--- src/rtl/marker_seq_gen.sv ---
// marker_seq_gen: DTC-side 8b/10b marker and command-word sequencer for ROC link self-test.
// Emits comma idle, bursts of (possibly corrupted) marker sequences, and periodic clock markers.
module marker_seq_gen #(
  parameter int unsigned TRAIL_COMMAS = 7,
  parameter int unsigned OUT_DELAY    = 2,
  parameter int unsigned PERIOD_W     = 16
) (
  input  logic                XCVR_CLK,
  input  logic                XCVR_RESETN,
  input  logic                START,
  input  logic [3:0]          MARKER_TYPE,
  input  logic [3:0]          SEQ_NUM,
  input  logic [7:0]          BURST_LEN,
  input  logic                PERIODIC_EN,
  input  logic [PERIOD_W-1:0] PERIOD,
  output logic                BUSY,
  output logic                DONE,
  output logic [15:0]         MARKER_COUNT,
  output logic [15:0]         DATA_TO_TX,
  output logic [1:0]          KCHAR_TO_TX,
  output logic [15:0]         DATA_TO_TX_DLY,
  output logic [1:0]          KCHAR_TO_TX_DLY
);

  localparam int unsigned WORD_W = 16;
  localparam int unsigned K_W    = 2;
  localparam int unsigned CNT_W  = 8;
  localparam int unsigned IDX_W  = 2;
  localparam int unsigned MCNT_W = 16;

  localparam logic [WORD_W-1:0] W_COMMA   = 16'hBC3C;
  localparam logic [WORD_W-1:0] W_CLK     = 16'h1C11;
  localparam logic [WORD_W-1:0] W_CLKN    = 16'h1CEE;
  localparam logic [WORD_W-1:0] W_EVT     = 16'h1C10;
  localparam logic [WORD_W-1:0] W_EVTN    = 16'h1CEF;
  localparam logic [WORD_W-1:0] W_DLY     = 16'h1C12;
  localparam logic [WORD_W-1:0] W_DLYN    = 16'h1CED;
  localparam logic [WORD_W-1:0] W_DIAG    = 16'h1C13;
  localparam logic [WORD_W-1:0] W_DIAGN   = 16'h1CEC;
  localparam logic [WORD_W-1:0] W_TMO     = 16'h1C14;
  localparam logic [WORD_W-1:0] W_RET     = 16'h1C15;
  localparam logic [WORD_W-1:0] W_RETN    = 16'h1CEA;
  localparam logic [WORD_W-1:0] W_DCSREQ  = 16'h1C00;
  localparam logic [WORD_W-1:0] W_UNUSED  = 16'h1C20;
  localparam logic [WORD_W-1:0] W_ILLEGAL = 16'h1234;

  localparam logic [K_W-1:0] K_COMMA = 2'b11;
  localparam logic [K_W-1:0] K_CMD   = 2'b10;
  localparam logic [K_W-1:0] K_DATA  = 2'b00;

  typedef enum logic [1:0] {
    ST_IDLE  = 2'd0,
    ST_WORD  = 2'd1,
    ST_TRAIL = 2'd2
  } state_t;

  state_t              state, state_nxt;
  logic [IDX_W-1:0]    word_idx, word_idx_nxt;
  logic [CNT_W-1:0]    trail_cnt, trail_cnt_nxt;
  logic [CNT_W-1:0]    burst_cnt, burst_cnt_nxt;
  logic [3:0]          cur_type, cur_type_nxt;
  logic [3:0]          cur_seq, cur_seq_nxt;
  logic                cur_periodic, cur_periodic_nxt;
  logic [PERIOD_W-1:0] per_cnt, per_cnt_nxt;
  logic                start_meta, start_s1, start_s2;

  logic [WORD_W-1:0]   data_nxt;
  logic [K_W-1:0]      k_nxt;
  logic                busy_nxt, done_nxt;
  logic [MCNT_W-1:0]   count_nxt;

  logic [WORD_W-1:0]   seq_data [4];
  logic [K_W-1:0]      seq_k [4];
  logic [IDX_W-1:0]    seq_len;

  logic [WORD_W-1:0]   dly_data [OUT_DELAY];
  logic [K_W-1:0]      dly_k [OUT_DELAY];

  logic                start_rise_c;
  logic                per_active_c;
  logic                per_expire_c;

  assign start_rise_c = start_s1 & ~start_s2;
  assign per_active_c = PERIODIC_EN && (PERIOD != '0);
  assign per_expire_c = per_active_c && (per_cnt >= PERIOD_W'(PERIOD - PERIOD_W'(1)));

  // Word table for the latched marker type; unused slots default to comma.
  always_comb begin
    for (int i = 0; i < 4; i++) begin
      seq_data[i] = W_COMMA;
      seq_k[i]    = K_CMD;
    end
    seq_k[3] = K_COMMA;
    seq_len  = IDX_W'(1);
    case (cur_type)
      4'd0:  begin seq_data[0] = W_CLK;  seq_data[1] = W_CLKN;  seq_len = IDX_W'(2); end
      4'd1:  begin seq_data[0] = W_EVT;  seq_data[1] = W_EVTN;  seq_len = IDX_W'(2); end
      4'd2:  begin seq_data[0] = W_DLY;  seq_data[1] = W_DLYN;  seq_len = IDX_W'(2); end
      4'd3:  begin
        seq_data[0] = W_RET;
        seq_data[1] = W_RETN;
        seq_data[2] = {4{cur_seq}};
        seq_k[2]    = K_DATA;
        seq_len     = IDX_W'(3);
      end
      4'd4:  begin seq_data[0] = W_DIAG; seq_data[1] = W_DIAGN; seq_len = IDX_W'(2); end
      4'd5:  seq_data[0] = W_TMO;
      4'd6:  seq_data[0] = W_DCSREQ;
      4'd7:  seq_data[0] = W_UNUSED;
      4'd8:  seq_data[0] = W_CLK;
      4'd9:  seq_data[0] = W_EVTN;
      4'd10: seq_data[0] = W_DLY;
      4'd11: begin
        seq_data[0] = W_RET;
        seq_data[1] = W_RETN;
        seq_data[2] = {cur_seq, 4'h0, cur_seq, cur_seq};
        seq_k[2]    = K_DATA;
        seq_len     = IDX_W'(3);
      end
      4'd12: begin seq_data[0] = W_CLK;  seq_data[1] = W_EVTN;  seq_len = IDX_W'(2); end
      4'd13: begin seq_data[0] = W_EVT;  seq_data[1] = W_EVT;   seq_len = IDX_W'(2); end
      4'd14: begin seq_data[0] = W_RET;  seq_data[1] = W_RETN;  seq_len = IDX_W'(2); end
      default: seq_data[0] = W_ILLEGAL;
    endcase
  end

  // Next-state and next-output logic; outputs are registered one cycle behind the state.
  always_comb begin
    state_nxt        = state;
    word_idx_nxt     = word_idx;
    trail_cnt_nxt    = trail_cnt;
    burst_cnt_nxt    = burst_cnt;
    cur_type_nxt     = cur_type;
    cur_seq_nxt      = cur_seq;
    cur_periodic_nxt = cur_periodic;
    per_cnt_nxt      = '0;
    data_nxt         = W_COMMA;
    k_nxt            = K_COMMA;
    busy_nxt         = 1'b0;
    done_nxt         = 1'b0;
    count_nxt        = MARKER_COUNT;

    case (state)
      ST_IDLE: begin
        if (start_rise_c) begin
          state_nxt        = ST_WORD;
          word_idx_nxt     = '0;
          cur_type_nxt     = MARKER_TYPE;
          cur_seq_nxt      = SEQ_NUM;
          burst_cnt_nxt    = (BURST_LEN == '0) ? CNT_W'(1) : BURST_LEN;
          cur_periodic_nxt = 1'b0;
        end else if (per_expire_c) begin
          state_nxt        = ST_WORD;
          word_idx_nxt     = '0;
          cur_type_nxt     = 4'd0;
          burst_cnt_nxt    = CNT_W'(1);
          cur_periodic_nxt = 1'b1;
        end else if (per_active_c) begin
          per_cnt_nxt = PERIOD_W'(per_cnt + PERIOD_W'(1));
        end
      end
      ST_WORD: begin
        data_nxt = seq_data[word_idx];
        k_nxt    = seq_k[word_idx];
        busy_nxt = ~cur_periodic;
        if (word_idx == '0) begin
          count_nxt = MCNT_W'(MARKER_COUNT + MCNT_W'(1));
        end
        if (word_idx == IDX_W'(seq_len - IDX_W'(1))) begin
          state_nxt     = ST_TRAIL;
          trail_cnt_nxt = CNT_W'(TRAIL_COMMAS - 1);
        end else begin
          word_idx_nxt = IDX_W'(word_idx + IDX_W'(1));
        end
      end
      ST_TRAIL: begin
        busy_nxt = ~cur_periodic;
        if (trail_cnt == '0) begin
          if (burst_cnt == CNT_W'(1)) begin
            state_nxt = ST_IDLE;
            done_nxt  = ~cur_periodic;
          end else begin
            state_nxt    = ST_WORD;
            word_idx_nxt = '0;
          end
          burst_cnt_nxt = CNT_W'(burst_cnt - CNT_W'(1));
        end else begin
          trail_cnt_nxt = CNT_W'(trail_cnt - CNT_W'(1));
        end
      end
      default: state_nxt = ST_IDLE;
    endcase
  end

  // State, sequencing registers, START synchroniser and registered outputs.
  always_ff @(posedge XCVR_CLK or negedge XCVR_RESETN) begin
    if (!XCVR_RESETN) begin
      state        <= ST_IDLE;
      word_idx     <= '0;
      trail_cnt    <= '0;
      burst_cnt    <= '0;
      cur_type     <= '0;
      cur_seq      <= '0;
      cur_periodic <= 1'b0;
      per_cnt      <= '0;
      start_meta   <= 1'b0;
      start_s1     <= 1'b0;
      start_s2     <= 1'b0;
      DATA_TO_TX   <= W_COMMA;
      KCHAR_TO_TX  <= K_COMMA;
      BUSY         <= 1'b0;
      DONE         <= 1'b0;
      MARKER_COUNT <= '0;
    end else begin
      state        <= state_nxt;
      word_idx     <= word_idx_nxt;
      trail_cnt    <= trail_cnt_nxt;
      burst_cnt    <= burst_cnt_nxt;
      cur_type     <= cur_type_nxt;
      cur_seq      <= cur_seq_nxt;
      cur_periodic <= cur_periodic_nxt;
      per_cnt      <= per_cnt_nxt;
      start_meta   <= START;
      start_s1     <= start_meta;
      start_s2     <= start_s1;
      DATA_TO_TX   <= data_nxt;
      KCHAR_TO_TX  <= k_nxt;
      BUSY         <= busy_nxt;
      DONE         <= done_nxt;
      MARKER_COUNT <= count_nxt;
    end
  end

  // Delayed copy of the registered TX word.
  always_ff @(posedge XCVR_CLK or negedge XCVR_RESETN) begin
    if (!XCVR_RESETN) begin
      for (int i = 0; i < int'(OUT_DELAY); i++) begin
        dly_data[i] <= W_COMMA;
        dly_k[i]    <= K_COMMA;
      end
    end else begin
      dly_data[0] <= DATA_TO_TX;
      dly_k[0]    <= KCHAR_TO_TX;
      for (int i = 1; i < int'(OUT_DELAY); i++) begin
        dly_data[i] <= dly_data[i-1];
        dly_k[i]    <= dly_k[i-1];
      end
    end
  end

  assign DATA_TO_TX_DLY  = dly_data[OUT_DELAY-1];
  assign KCHAR_TO_TX_DLY = dly_k[OUT_DELAY-1];

endmodule

--- config.mk ---
export PLATFORM = sky130hd
export DESIGN_NAME = marker_seq_gen
export DESIGN_NICKNAME = d
export VERILOG_FILES = /design/src/rtl/marker_seq_gen.sv
export SDC_FILE = /design/constraint.sdc
export NUM_CORES = 1
export LEC_CHECK = 0
export BUFFER_PORTS_ARGS = -buffer_cell sky130_fd_sc_hd__buf_2
export CORE_UTILIZATION = 57
export DETAILED_ROUTE_END_ITERATION = 6
export PLACE_DENSITY = 0.92
export SYNTH_ARGS = -nofsm -noshare
export SYNTH_HDL_FRONTEND = slang
export SYNTH_SLANG_ARGS = --single-unit
--- constraint.sdc ---
create_clock -name XCVR_CLK -period 2.7 [get_ports XCVR_CLK]
set_clock_uncertainty 0.05 [all_clocks]
set_input_delay 0.27 -clock XCVR_CLK [delete_from_list [all_inputs] [get_ports XCVR_CLK]]
set_output_delay 0.27 -clock XCVR_CLK [all_outputs]
set_load 0.03 [all_outputs]
==> summary.md <==
| Metric | Value |
|---|---|
| Period utilization | 104% |
| DIE AREA | 11,000 um^2 |
| Status | complete, but fails checks |
| Internal Power | between 4000 and 5000 uW |
| Final TNS setup | -1.09 ns |
| Yosys top cell area share | between 30% and 40% |
| Max-slew headroom | a little over two fifths |
| Crit Path Max Fanout | 4 |
| Vias after detailed routing | 5,061 |
| Initial core utilization | about three fifths |
| GRT overflow | 0 |
| Initial antenna violation count | 0 |
| Mapped Nets | between 600 and 700 |
| Switch share | roughly two fifths |
| Max VDD drop | about 0.83 mV |
| Worst path bufs/invs | 3 |
| Hold Crit Depth | 3 |
| CP Launch Type | primary input |
| Max stage delay cell, worst path | or4b_4 |
| Pwr Total | 7960 uW |
| Final cell count without fillers | between 800 and 900 |
| I/O Pins | 90 |
| Avg Cell Area, Syn | approximately 10 um^2 |
| Clock sink count | 120 |
| Clock Path Buffers | 2 |
| Most frequent cell after synthesis | dfrtp_1 |
| Layout cells sized above 1 | roughly a third |
| Detailed Route Iter0 Violations | about 390 |
| Crit path time final | 2.82 ns |
| Setup-failing EPs final | 27 |
| CP arrival | about 3.2 ns |
| Synth top cells by count | 87 x dfrtp_1, 50 x nor2_1, 48 x nand2_1, 33 x dfstp_2, 32 x o21ai_0 |
| Worst EP required | between 3 and 4 ns |
| Root buffer cell | clkbuf_8 |
| Hpwl dp | 9.50 mm |
| Ys async rst share | 100% |
| Routed vias/inst | about 5.8 |
| Hold Fails Final Rpt | 0 |
| Yosys Warn Count | 0 |
| Max Freq | between 300 and 400 MHz |
| Die height | between 100 and 150 um |
| Logic pwr share | 37.8% |
| Clock Latency Late Sink | 0.53 ns |
| Drt pass-1 iters | 5 |
| CTS Buf Count | 17 |
| CORE AREA | 10,300 um^2 |
| Yosys cell types | 64 |
| Row cnt | 37 |
| EDFF count, synth | 0 |
| Register bit total from synthesis | 120 |
| Setup Crit Path Kind | in2reg |
| Max stage delay on crit path | between 0.5 and 0.6 ns |
| Leakage | between 0.003 and 0.004 uW |
| Fin. max-slew vios | 0 |
| CP Depth | 14 |
| Largest net degree at the start of global routing | 66 |
| R2R Setup Slk | about 0.14 ns |
| Total Routed Length | between 10 and 15 mm |
| Synth-to-Final Area Change | 29.3% |
| First-pass GRT wire length | between 20 and 25 mm |
| Vias in the first global route | 5,234 |
| Die W | about 100 um |
| CP Capture Type | register |
| Port bufs | just under 90 |
| Syn Inst Count | between 500 and 600 |
| Crit path max-delay family | simple AND/OR/NAND/NOR gates |
| Seq/Total Area, Yosys | approximately half |
| Total of max-cap violations | 0 |
| Synth area leaders | dfrtp_1 36%, dfstp_2 14%, ha_1 6.0% |
| Htree depth | 4 |
| Routed len/inst | roughly 17 um |
| Synth Cell Area | 6020 um^2 |
| Layout Nets | around 790 |
| Sw Pwr | a little over 3000 uW |
| CTS tree | yes |
| Cell type with the largest total area after synthesis | dfrtp_1 |
| ANT cells | 0 |
| Clock share of power | between 20 and 30% |
| Sequential Power Share | approximately 34% |
| Main synth FF type | dfrtp_1 |
| Antenna viol nets, final | 0 |
| Reg2Reg Depth | 9 |
| Drc violations | 0 |
| CTS clk-pin slew, worst paths | ~0.070 ns |
| Placed insts | about 820 |
| RSZ-0062 raised after global routing | yes |
| Total GRT Usage | 28.4% |
| Violated checks | negative setup slack |
| Worst setup margin | -0.120 ns |
| Critical Path, Cell by Cell | buf_12 -> inv_8 -> ha_4 -> nor3b_4 -> buf_4 -> nand4_1 -> xor2_1 -> ha_1 -> nand4_2 -> nor3_2 -> or4b_4 -> a31o_4 -> a21o_1 -> mux2_4 |
| Hold Path Class | in2reg |
| Core Util, Final | roughly 76% |
| Worst-Margin Slew | 0.855 ns |
| Placer Congestion | between 0.9 and 1 |
| PD cells | between 1000 and 1500 nW/um^2 |
## worst register-to-register path: cells and delay by family, from the launching register on
family                     cells  cell delay (ns)
buffers and inverters          2             0.21
AOI/OAI and AO/OA              3             0.55
muxes                          1             0.29
and+or+nand+nor                2             0.67
adders and majority gates      1             0.26
DFF                            1             0.42
## final cells by class
cell class,instances,area [um^2]
sequential,120,3040
multi-input combinational,400,2840
fill,628,2490
timing repair buffer,156,1040
clock buffer,18,418
tap,136,170
clock inverter,14,164
inverter,25,114
## power by group through the flow
stage                     registers (uW)  clock network [uW]  logic [uW]
after floorplan                     2770                   0        1880
after global placement              2670                   0        2670
after detailed placement            2710                   0        2760
after CTS                           2690                2270        2870
after global routing                2760                2350        3260
final                               2710                2240        3010
## cells by family (layout without fill, tap and decap cells)
group	count (synthesis)	count (layout)	synth area share, %
multiplexers	11	11	2.08
buffers and inverters	60	213	4.99
AO/OA/AOI/OAI	114	114	13.2
XOR/XNOR	44	44	6.40
adder cells (fa/ha/maj)	29	29	6.03
AND/OR/NAND/NOR	202	202	16.8
flip-flops	120	120	50.6
## metal layers
| layer | vias to the layer above | track usage [%] | wire length (um) |
|---|---|---|---|
| li1 | 2324 | - | - |
| met1 | 2465 | 35.2 | 6100 |
| met2 | 232 | 49.0 | 7670 |
| met3 | 40 | 5.18 | 756 |
| met4 | 0 | 11.5 | 386 |
| met5 | - | 0 | 0 |
## placed cells by master, fill, tap and decap left out, types with 6 or more instances in the layout
cell           instances
dfrtp_1               87
buf_2                 86
buf_4                 52
nand2_1               47
nor2_1                44
dfstp_2               33
ha_1                  28
o21ai_0               26
xnor2_1               24
nand3_1               24
inv_1                 23
xor2_1                20
a21oi_1               19
clkbuf_16             16
nor3_1                13
dlygate4sd3_1         11
nand4_1                8
nand2b_1               8
nor2b_1                8
and3_1                 7
or3_1                  7
mux2_2                 6
## state kept, by name (all words and copies together) (netlist names)
signal	flops
word_idx	2
dly_data	16
BUSY	1
DATA_TO_TX	16
cur_type	4
start_s2	1
KCHAR_TO_TX	2
DATA_TO_TX_DLY	16
start_meta	1
cur_seq	4
per_cnt	16
dly_k	2
DONE	1
MARKER_COUNT	16
cur_periodic	1
burst_cnt	8
trail_cnt	8
state	2
start_s1	1
KCHAR_TO_TX_DLY	2
## path summary, 6_finish.rpt
kind	start	to
max	PERIOD[0]	state[0]
min	BURST_LEN[3]	burst_cnt[3]
max reg2reg	per_cnt[0]	state[0]
min reg2reg	dly_data[19]	DATA_TO_TX_DLY[3]
max in group asynchronous	XCVR_RESETN	DATA_TO_TX[10]
min in group asynchronous	XCVR_RESETN	DATA_TO_TX_DLY[0]
## metrics by stage
| stage | setup WS (ns) | instance area, um^2 | hold slack, ns |
|---|---|---|---|
| after floorplan | -0.518 | 6090 | -0.0756 |
| after global placement | -0.699 | 6870 | 0.282 |
| after detailed placement | -0.760 | 6870 | 0.286 |
| after CTS | -0.152 | 7670 | 0.000935 |
| after global routing | -0.225 | 7780 | 0.0333 |
| final | -0.120 | 7780 | 0.00709 |
## repair_timing
action,in CTS,in global routing
hold endpoints to repair,68,0
pin swaps,14,9
setup endpoints to repair,31,38
resized for setup,17,22
gates cloned,0,0
hold buffers,11,0
buffers inserted,6,2
(Power assumes the default switching activity.)
